**src/rtl/opto_cycle_pkg.sv**
```systemverilog
// Shared types and constants for the opto cycle monitor.
// The FSM state encoding, fixed RAM addresses and the read latency live here.
package opto_cycle_pkg;

    typedef enum logic [2:0] {
        S_IDLE     = 3'd0,
        S_RD_CNT   = 3'd1,
        S_RD_TEETH = 3'd2,
        S_RD_REV   = 3'd3,
        S_EVAL     = 3'd4,
        S_DONE     = 3'd5
    } state_t;

    localparam logic [5:0] ADDR_CNT   = 6'd0;
    localparam logic [5:0] ADDR_REV   = 6'd63;
    localparam int         RAM_RD_LAT = 1;

    // Unsigned magnitude of a difference.
    function automatic logic [31:0] abs_diff(input logic [31:0] a, input logic [31:0] b);
        return (a >= b) ? (a - b) : (b - a);
    endfunction

endpackage

```
**src/rtl/opto_cycle_acc.sv**
```systemverilog
// Min/max (and optional saturating sum) tracker for tooth cycle words.
// Optional feature macro: CYCLE_MON_SUM_CHECK_EN enables the sum accumulator.
module opto_cycle_acc (
    input  logic        i_clk,
    input  logic        i_clr,
    input  logic        i_vld,
    input  logic [31:0] i_data,
    output logic [31:0] o_min,
    output logic [31:0] o_max,
    output logic [31:0] o_sum
);

    logic [31:0] r_min;
    logic [31:0] r_max;

    // Track min/max; clear restarts a scan (min at all-ones so a zero word still wins).
    always_ff @(posedge i_clk) begin
        if (i_clr) begin
            r_min <= 32'hFFFF_FFFF;
            r_max <= 32'h0000_0000;
        end else if (i_vld) begin
            if (i_data < r_min) r_min <= i_data;
            if (i_data > r_max) r_max <= i_data;
        end
    end

    assign o_min = r_min;
    assign o_max = r_max;

`ifdef CYCLE_MON_SUM_CHECK_EN
    logic [31:0] r_sum;

    // Add with clamp at all-ones instead of wrapping.
    function automatic logic [31:0] sat_add(input logic [31:0] a, input logic [31:0] b);
        logic [32:0] s;
        s = {1'b0, a} + {1'b0, b};
        return s[32] ? 32'hFFFF_FFFF : s[31:0];
    endfunction

    // Saturating accumulation of all tooth words in the scan.
    always_ff @(posedge i_clk) begin
        if (i_clr)      r_sum <= 32'h0000_0000;
        else if (i_vld) r_sum <= sat_add(r_sum, i_data);
    end

    assign o_sum = r_sum;
`else
    assign o_sum = 32'h0000_0000;
`endif

endmodule

```
**src/rtl/opto_cycle_monitor.sv**
```systemverilog
// Opto cycle monitor: scans the statistics RAM (count, tooth cycles, revolution
// cycles), evaluates speed/consistency and publishes registered results.
// Optional feature macro: CYCLE_MON_SUM_CHECK_EN (sum-vs-revolution check).
module opto_cycle_monitor #(
    parameter int EXP_OPTO     = 60,
    parameter int SPREAD_SHIFT = 3
) (
    input  logic        i_clk_50m,
    input  logic        i_rst,
    input  logic        i_scan_start,
    input  logic [31:0] i_rev_min,
    input  logic [31:0] i_rev_max,
    output logic [5:0]  o_ram_raddr,
    output logic        o_ram_ren,
    input  logic [31:0] i_ram_rdata,
    output logic [7:0]  o_opto_cnt,
    output logic [31:0] o_min_cycle,
    output logic [31:0] o_max_cycle,
    output logic [31:0] o_rev_cycle,
    output logic [31:0] o_sum_cycle,
    output logic        o_stat_valid,
    output logic        o_busy,
    output logic        o_speed_ok,
    output logic        o_cnt_err,
    output logic        o_sum_err
);

    import opto_cycle_pkg::*;

    localparam logic [5:0] LAST_TOOTH = 6'(EXP_OPTO - 1);

    state_t      r_state;
    state_t      w_state_nxt;
    logic        r_ram_ren;
    logic        w_ren_nxt;
    logic [5:0]  r_ram_raddr;
    logic [5:0]  w_raddr_nxt;
    logic        w_acc_clr;
    logic        w_eval;
    logic        w_done;

    logic [RAM_RD_LAT-1:0] r_rd_vld;
    logic [5:0]            r_rd_addr [RAM_RD_LAT];
    logic                  w_rd_vld;
    logic [5:0]            w_rd_addr;
    logic                  w_cnt_hit;
    logic                  w_tooth_hit;
    logic                  w_rev_hit;

    logic [7:0]  r_cnt;
    logic [31:0] r_rev;
    logic [23:0] w_unused_rdata_hi;

    logic [31:0] w_min;
    logic [31:0] w_max;
    logic [31:0] w_sum;
    logic [31:0] w_tol;
    logic [31:0] w_spread;
    logic        w_sum_err;

    logic        r_cnt_err_e;
    logic        r_rng_ok_e;
    logic        r_spr_ok_e;
    logic        r_sum_err_e;

    logic [7:0]  r_opto_cnt;
    logic [31:0] r_min_cycle;
    logic [31:0] r_max_cycle;
    logic [31:0] r_rev_cycle;
    logic [31:0] r_sum_cycle;
    logic        r_stat_valid;
    logic        r_speed_ok;
    logic        r_cnt_err;
    logic        r_sum_err;

    // State and RAM read port registers.
    always_ff @(posedge i_clk_50m or posedge i_rst) begin
        if (i_rst) begin
            r_state     <= S_IDLE;
            r_ram_ren   <= 1'b0;
            r_ram_raddr <= 6'd0;
        end else begin
            r_state     <= w_state_nxt;
            r_ram_ren   <= w_ren_nxt;
            r_ram_raddr <= w_raddr_nxt;
        end
    end

    // Next state, next read request and per-state strobes.
    always_comb begin
        w_state_nxt = r_state;
        w_ren_nxt   = 1'b0;
        w_raddr_nxt = 6'd0;
        w_acc_clr   = 1'b0;
        w_eval      = 1'b0;
        w_done      = 1'b0;
        case (r_state)
            S_IDLE: begin
                if (i_scan_start) begin
                    w_state_nxt = S_RD_CNT;
                    w_ren_nxt   = 1'b1;
                    w_raddr_nxt = ADDR_CNT;
                    w_acc_clr   = 1'b1;
                end
            end
            S_RD_CNT: begin
                w_state_nxt = S_RD_TEETH;
                w_ren_nxt   = 1'b1;
                w_raddr_nxt = 6'd1;
            end
            S_RD_TEETH: begin
                w_ren_nxt = 1'b1;
                if (r_ram_raddr == LAST_TOOTH) begin
                    w_raddr_nxt = ADDR_REV;
                    w_state_nxt = S_RD_REV;
                end else begin
                    w_raddr_nxt = r_ram_raddr + 6'd1;
                end
            end
            S_RD_REV: begin
                // Wait here until the revolution word has been captured.
                if (w_rev_hit) w_state_nxt = S_EVAL;
            end
            S_EVAL: begin
                w_eval      = 1'b1;
                w_state_nxt = S_DONE;
            end
            S_DONE: begin
                w_done      = 1'b1;
                w_state_nxt = S_IDLE;
            end
            default: w_state_nxt = S_IDLE;
        endcase
    end

    // Read-data tag pipeline: marks which address the current rdata belongs to.
    always_ff @(posedge i_clk_50m or posedge i_rst) begin
        if (i_rst) begin
            r_rd_vld <= '0;
        end else begin
            r_rd_vld[0] <= r_ram_ren;
            for (int i = 1; i < RAM_RD_LAT; i++) r_rd_vld[i] <= r_rd_vld[i-1];
        end
    end

    // Address tags ride along with the valid bits.
    always_ff @(posedge i_clk_50m) begin
        r_rd_addr[0] <= r_ram_raddr;
        for (int i = 1; i < RAM_RD_LAT; i++) r_rd_addr[i] <= r_rd_addr[i-1];
    end

    assign w_rd_vld    = r_rd_vld[RAM_RD_LAT-1];
    assign w_rd_addr   = r_rd_addr[RAM_RD_LAT-1];
    assign w_cnt_hit   = w_rd_vld && (w_rd_addr == ADDR_CNT);
    assign w_rev_hit   = w_rd_vld && (w_rd_addr == ADDR_REV);
    assign w_tooth_hit = w_rd_vld && (w_rd_addr >= 6'd1) && (w_rd_addr <= LAST_TOOTH);

    // Only the low byte of the count word is meaningful.
    assign w_unused_rdata_hi = i_ram_rdata[31:8];

    // Capture count and revolution words as they return from RAM.
    always_ff @(posedge i_clk_50m) begin
        if (w_cnt_hit) r_cnt <= i_ram_rdata[7:0];
        if (w_rev_hit) r_rev <= i_ram_rdata;
    end

    opto_cycle_acc u_acc (
        .i_clk  (i_clk_50m),
        .i_clr  (w_acc_clr),
        .i_vld  (w_tooth_hit),
        .i_data (i_ram_rdata),
        .o_min  (w_min),
        .o_max  (w_max),
        .o_sum  (w_sum)
    );

    assign w_tol    = r_rev >> SPREAD_SHIFT;
    assign w_spread = w_max - w_min;

`ifdef CYCLE_MON_SUM_CHECK_EN
    assign w_sum_err = (abs_diff(w_sum, r_rev) > w_tol);
`else
    assign w_sum_err = 1'b0;
`endif

    // EVAL: form the individual verdicts; rev bounds are sampled here.
    always_ff @(posedge i_clk_50m) begin
        if (w_eval) begin
            r_cnt_err_e <= (r_cnt != 8'(EXP_OPTO));
            r_rng_ok_e  <= (i_rev_min <= r_rev) && (r_rev <= i_rev_max);
            r_spr_ok_e  <= (w_spread <= w_tol);
            r_sum_err_e <= w_sum_err;
        end
    end

    // DONE: publish all results together with the one-cycle valid pulse.
    always_ff @(posedge i_clk_50m or posedge i_rst) begin
        if (i_rst) begin
            r_opto_cnt   <= 8'd0;
            r_min_cycle  <= 32'd0;
            r_max_cycle  <= 32'd0;
            r_rev_cycle  <= 32'd0;
            r_sum_cycle  <= 32'd0;
            r_stat_valid <= 1'b0;
            r_speed_ok   <= 1'b0;
            r_cnt_err    <= 1'b0;
            r_sum_err    <= 1'b0;
        end else begin
            r_stat_valid <= w_done;
            if (w_done) begin
                r_opto_cnt  <= r_cnt;
                r_min_cycle <= w_min;
                r_max_cycle <= w_max;
                r_rev_cycle <= r_rev;
                r_sum_cycle <= w_sum;
                r_cnt_err   <= r_cnt_err_e;
                r_sum_err   <= r_sum_err_e;
                r_speed_ok  <= !r_cnt_err_e && r_rng_ok_e && r_spr_ok_e && !r_sum_err_e;
            end
        end
    end

    assign o_ram_ren    = r_ram_ren;
    assign o_ram_raddr  = r_ram_raddr;
    assign o_busy       = (r_state != S_IDLE);
    assign o_opto_cnt   = r_opto_cnt;
    assign o_min_cycle  = r_min_cycle;
    assign o_max_cycle  = r_max_cycle;
    assign o_rev_cycle  = r_rev_cycle;
    assign o_sum_cycle  = r_sum_cycle;
    assign o_stat_valid = r_stat_valid;
    assign o_speed_ok   = r_speed_ok;
    assign o_cnt_err    = r_cnt_err;
    assign o_sum_err    = r_sum_err;

endmodule

```
**config.mk**
```make
export PLATFORM = sky130hd
export DESIGN_NAME = opto_cycle_monitor
export DESIGN_NICKNAME = d
export VERILOG_FILES = /design/src/rtl/opto_cycle_pkg.sv /design/src/rtl/opto_cycle_acc.sv /design/src/rtl/opto_cycle_monitor.sv
export SDC_FILE = /design/constraint.sdc
export NUM_CORES = 1
export LEC_CHECK = 0
export CELL_PAD_IN_SITES_DETAIL_PLACEMENT = 0
export CELL_PAD_IN_SITES_GLOBAL_PLACEMENT = 1
export CORE_MARGIN = 8
export CORE_UTILIZATION = 44
export CTS_CLUSTER_DIAMETER = 30
export CTS_CLUSTER_SIZE = 25
export DETAILED_ROUTE_END_ITERATION = 6
export PLACE_DENSITY = 0.91
export SLEW_MARGIN = 20
export SYNTH_ARGS = -nofsm -noshare
export SYNTH_HDL_FRONTEND = slang
export SYNTH_SLANG_ARGS = --single-unit
```
**constraint.sdc**
```tcl
create_clock -name i_clk_50m -period 9 [get_ports i_clk_50m]
set_input_delay 2.25 -clock i_clk_50m [delete_from_list [all_inputs] [get_ports i_clk_50m]]
set_output_delay 2.25 -clock i_clk_50m [all_outputs]
set_load 0.05 [all_outputs]
```
After elaboration in Yosys (flattened, before gate mapping)

Memories as Yosys holds them, arrays and structs flattened.
Index checks and enable logic that the tools add are counted.

Register bits after elaboration: 225
RAM bits: 6
Output and inout bits: 148
Logic and storage cells: 65
Memories kept: 1

Add/sub/neg operators: 2
Order comparisons: 7
Equal/unequal tests: 11
Muxes and demuxes: 11
Reduce and logical (&&, ||, !) cells: 15

Memory list:

| name      | depth | bits a word | read ports | clocked after Yosys merged registers in | wr ports | line                     | RTL |
|---|---|---|---|---|---|---|---|
| r_rd_addr | 1     | 6           | 1          | 0                                       | 1        | opto_cycle_monitor.sv:43 | `logic [5:0] r_rd_addr [RAM_RD_LAT];` |

Operators with widths:

| kind                | count |
|---|---|
| $le 32x32->1        | 2 |
| $gt 32x32->1        | 1 |
| $le 32x29->1        | 1 |
| $lt 32x32->1        | 1 |
| $sub 32x32->32      | 1 |
| $pmux 3 s5          | 1 |
| $eq 6x6->1 const B  | 2 |
| $pmux 6 s2          | 1 |
| $mux 3              | 3 |
| $ne 8x6->1 const B  | 1 |
| $logic_and 1x1->1   | 7 |
| $add 6x1->6 const B | 1 |
| $eq 3x2->1 const B  | 2 |
| $eq 3x3->1 const B  | 2 |
| $ge 6x1->1 const B  | 1 |
| $le 6x6->1 const B  | 1 |
| $logic_not 6->1     | 1 |
| $mux 6              | 1 |
| $ne 2x2->1 const B  | 3 |
| $mux 1              | 4 |
| $reduce_and 2->1    | 2 |
| $eq 3x1->1 const B  | 1 |
| $logic_not 3->1     | 1 |
| $reduce_and 3->1    | 1 |
| 4 further kinds     | 4 |

Longest topological paths before layout

An unclocked memory read counts as a cell.

Word-level depth: 5
Depth in mapped cells: 20
Mapped depth without buffers: 20

Modules after synthesis

From an unflattened synthesis, not the netlist that was laid out.

Cells, all modules: 1731
Area, all modules: 15524.9 µm²

Modules (own cells, without submodules):

| module             | times used | cells an instance | area each (µm²) |
|---|---|---|---|
| opto_cycle_monitor | 1          | 1191              | 11073.1 |
| opto_cycle_acc     | 1          | 540               | 4451.8 |

Worst setup path after synthesis

Ideal clock, no wire load.

Kind: input-to-reg
Start: input i_ram_rdata[9]
End: register u_acc.r_max[14] (netlist: u_acc.o_max[14])
Library setup time: 0.074 ns
Arrival time: 4.068 ns
Data required time: 8.926 ns
Path slack: 4.858 ns
Stages: 10
Buffers on the path: 1
Cells stage by stage: ha_1 a211oi_1 o21ai_0 a211oi_1 o32a_1 a21oi_1 o21ai_1 clkbuf_1 nand3_1 o21ai_0

Longest elaborated chain between the ends: 2

RTL lines:

| what                       | line                     | RTL |
|---|---|---|
| from (decl)                | opto_cycle_monitor.sv:15 | `input logic [31:0] i_ram_rdata,` |
| $gt 32x32->1               | opto_cycle_acc.sv:23     | `if (i_data > r_max) r_max <= i_data;` |
| $reduce_and 2->1 (no line) | -                        |  |
| to (signal assigned)       | opto_cycle_acc.sv:23     |  |
| to (decl)                  | opto_cycle_acc.sv:14     | `logic [31:0] r_max;` |

No other way between the ends.
A chain may end at the register's enable or synchronous reset.

Final worst setup path

Start: input i_ram_rdata[5]
End: register u_acc.r_max[25] (netlist: u_acc.o_max[25])

The elaborated chain is that of the path after synthesis.

==> results by group <==
Finish
  – Layout cells sized above 1: 6.61%
  – Most common cell after layout, fill and taps aside: clkdlybuf4s50_1
  – Post-Layout Cell Count: 2135
  – Area delta synth->final: 30.0%
  – Most frequent cells in the layout: 213 x clkdlybuf4s50_1, 192 x nand2_1, 188 x ha_1, 166 x o21ai_0, 140 x inv_1
  – Layout Utilization: 57.8%
  – Finished Cell Area: 17600 um^2
  – Layout Nets: 1986
  – # fillers: 2637
  – Antenna diodes: 0

Timing
  – Setup ws final: 4.18 ns
  – Final Skew: 0.0258 ns
  – Fin crit period: 4.82 ns
  – Final Hold Viols: 0
  – Slew @ Worst Pin: 0.988 ns
  – Fin Setup TNS: 0 ns
  – Final Max Slew Viols: 0
  – Final setup viols: 0
  – Final hold slack: 0.392 ns
  – RSZ-0062 raised after global routing: no
  – Worst slew margin: 34.2%
  – Peak Freq: 0.207 GHz
  – Crit share post-route: 53.6%

Power
  – Switch share: 39.5%
  – Power per Cell Area: 321 nW/um^2
  – Power share of the combinational group: 44.4%
  – Sequential power share: 24.5%
  – P_sw: 2.23 mW
  – Internal power: 3.41 mW
  – Final Power: 5.64 mW
  – Leakage: 8.32 nW
  – Clock network fraction of design power: 31.2%
  – Worst vdd rail ir drop: 0.188 mV

Logic synthesis
  – Netlist cell types: 67
  – Cells after Synth: 1481
  – Synth warn: 0
  – Mapped Area: 13500 um^2
  – Ys flop type: dfrtp_1
  – Seq cells post-synth: 231
  – Asr flop ratio synth: 51.1%
  – EDFF count, synth: 43
  – Mapped Avg Cell Area: 9.14 um^2
  – Sequential share of the synthesized area: 41.7%

GRT
  – Initial antenna violation count: 0
  – First-pass GRT wire length: 62100 um
  – Total GRT Usage: 21.4%
  – Grt total ovfl: 0
  – Largest net degree at the start of global routing: 107
  – Vias in the first global route: 11327

Setup path
  – Crit path DAT: 5.28 ns
  – Crit-path max cell delay: 0.66 ns
  – Critical path class: input pin to flop
  – CP required: 9.46 ns
  – Crit-path cells: clkdlybuf4s50_1 > ha_1 > a21o_1 > a21o_1 > a21oi_1 > o32a_1 > a21oi_1 > o21ai_4 > buf_4 > nand3_1 > o21ai_0
  – Critical Path Source Type: input pin
  – Endpoint class of the critical path: flop
  – Worst Path Max Fanout: 56
  – CP max-delay cell: clkdlybuf4s50_1
  – Family with the most delay on the worst path: compound AO/OA/AOI/OAI gates
  – Worst Path Buf+Inv: 2

Clock tree
  – H-tree depth: 2
  – Maximum clock path buffer count: 3
  – Root Driver: clkbuf_16
  – CTS Hold Buffers Added: 0
  – CTS clk-pin slew, worst paths: 0.05 ns
  – Setup Fix Bufs, Post-CTS: 0
  – CTS tree: built
  – Post-cts resize count: 0
  – Worst-skew pair later-pin latency: 0.56 ns
  – Clock sinks: 231
  – CTS Buf Count: 49

Hold path
  – Worst Hold Class: flop to flop

Floorplanning
  – Initial Util: 44.5%
  – Boundary Pins: 247
  – # rows: 64
  – CORE AREA: 30400 um^2
  – Area of the die: 36600 um^2
  – Die height: 191 um
  – Die X: 191 um

Placement
  – I/O Buffers: 213
  – Placed inst area: 15900 um^2
  – DP HPWL: 30900 um
  – Pre-CTS setup slack: 3.66 ns
  – DP Cell Count: 2043
  – RD Place Congestion: 0.879

Detailed routing
  – Vias post-DR: 11512
  – DRC Markers: 0
  – Post-DRT Antenna Nets: 0
  – Met2 routed WL: 18500 um
  – Average via count per standard cell: 5.39
  – Post-Route WL: 40300 um
  – Top routing layer in use: met4
  – DRT Pass-1 Iters: 5
  – DR WL/cell: 18.9 um
  – Met3 WL: 3010 um
  – DR iter-0 viols: 682
  – Metal-1 WL: 17700 um

Status
  – Status: finished clean

Flow run
  – Maxcap violations: 0
[Yosys cell counts, types with 4 or more instances]
| cell type | instances | area (um^2) |
|---|---|---|
| a21oi_1 | 56 | 280 |
| a211oi_1 | 13 | 97.6 |
| xor2_1 | 9 | 78.8 |
| nand4_1 | 27 | 169 |
| nor3_1 | 43 | 215 |
| and4_1 | 6 | 52.6 |
| nand2b_1 | 7 | 43.8 |
| o21ai_0 | 166 | 831 |
| buf_1 | 8 | 30.0 |
| and3_1 | 9 | 56.3 |
| buf_2 | 4 | 20.0 |
| nor4_1 | 6 | 37.5 |
| a31oi_1 | 40 | 250 |
| nor2b_1 | 13 | 81.3 |
| nor2_1 | 50 | 188 |
| a21o_1 | 45 | 338 |
| dfxtp_1 | 70 | 1400 |
| edfxtp_1 | 43 | 1290 |
| ha_1 | 188 | 2350 |
| xnor2_1 | 22 | 193 |
| o211ai_1 | 9 | 67.6 |
| o31ai_1 | 5 | 37.5 |
| o21a_1 | 10 | 75.1 |
| inv_1 | 141 | 529 |
| buf_4 | 33 | 248 |
| nand3_1 | 48 | 240 |
| dfrtp_1 | 118 | 2950 |
| clkbuf_1 | 42 | 158 |
| nand2_1 | 193 | 724 |
| a31o_2 | 4 | 35.0 |
[registers in the layout, summed over array words and instances (netlist names), 3 cells and up]
signal,flops
r_rd_addr,6
o_rev_cycle,32
o_opto_cnt,8
r_cnt,8
r_rev,32
u_acc.o_max,32
r_state,3
o_max_cycle,32
o_min_cycle,32
o_ram_raddr,6
u_acc.o_min,32
[final timing paths]
path	end	from	slack, ns	cells after the start
min in group asynchronous	o_ram_raddr[5]$_DFF_PP0_	i_rst	2.21	2
setup reg to reg	r_spr_ok_e$_DFFE_PP_	u_acc.o_max[0]$_SDFFE_PP0P_	4.40	20
max in group asynchronous	o_min_cycle[12]$_DFFE_PP0P_	i_rst	5.48	3
hold reg to reg	r_rd_vld$_DFF_PP0_	o_ram_ren$_DFF_PP0_	0.39	0
setup / recovery	u_acc.o_max[25]$_SDFFE_PP0P_	i_ram_rdata[5]	4.18	11
hold / removal	r_rd_vld$_DFF_PP0_	o_ram_ren$_DFF_PP0_	0.39	0
[per-layer routing]
metal | track usage [%] | up-vias
met3 | 4.76 | 67
li1 | - | 5625
met1 | 27.9 | 5484
met2 | 34.6 | 336
met4 | 7.05 | 0
met5 | 0 | -
[final cells by class]
type,instances,area (um^2),area share [%]
Sequential cell,231,5650,32.1
Timing Repair Buffer,221,2190,12.5
Multi-Input combinational cell,1054,7060,40.1
Inverter,141,532,3.02
Clock buffer,62,1400,7.95
Tap cell,396,495,2.82
Clock inverter,30,273,1.55
[cell families (layout without fill, tap and decap cells)]
logic type | Yosys count | in the layout | synth area share (%)
and+or+nand+nor | 418 | 418 | 14.3
AOI/OAI and AO/OA | 382 | 382 | 17.1
DFF | 231 | 231 | 41.7
buffers and inverters | 228 | 454 | 7.27
adders and majority gates | 189 | 189 | 17.5
xor gates and xnor gates | 31 | 31 | 2.01
other | 1 | 33 | 0.0277
muxes | 1 | 1 | 0.0739
[power by group through the flow]
stage / sequential [mW] / clock (mW) / combinational (mW)
after floorplan: 1.39 / 0 / 1.84
after global placement: 1.39 / 0 / 2.41
after detailed placement: 1.40 / 0 / 2.48
after CTS: 1.38 / 1.78 / 2.50
after global routing: 1.40 / 1.83 / 2.81
final: 1.38 / 1.76 / 2.50
Power figures use the tool's default switching activity.
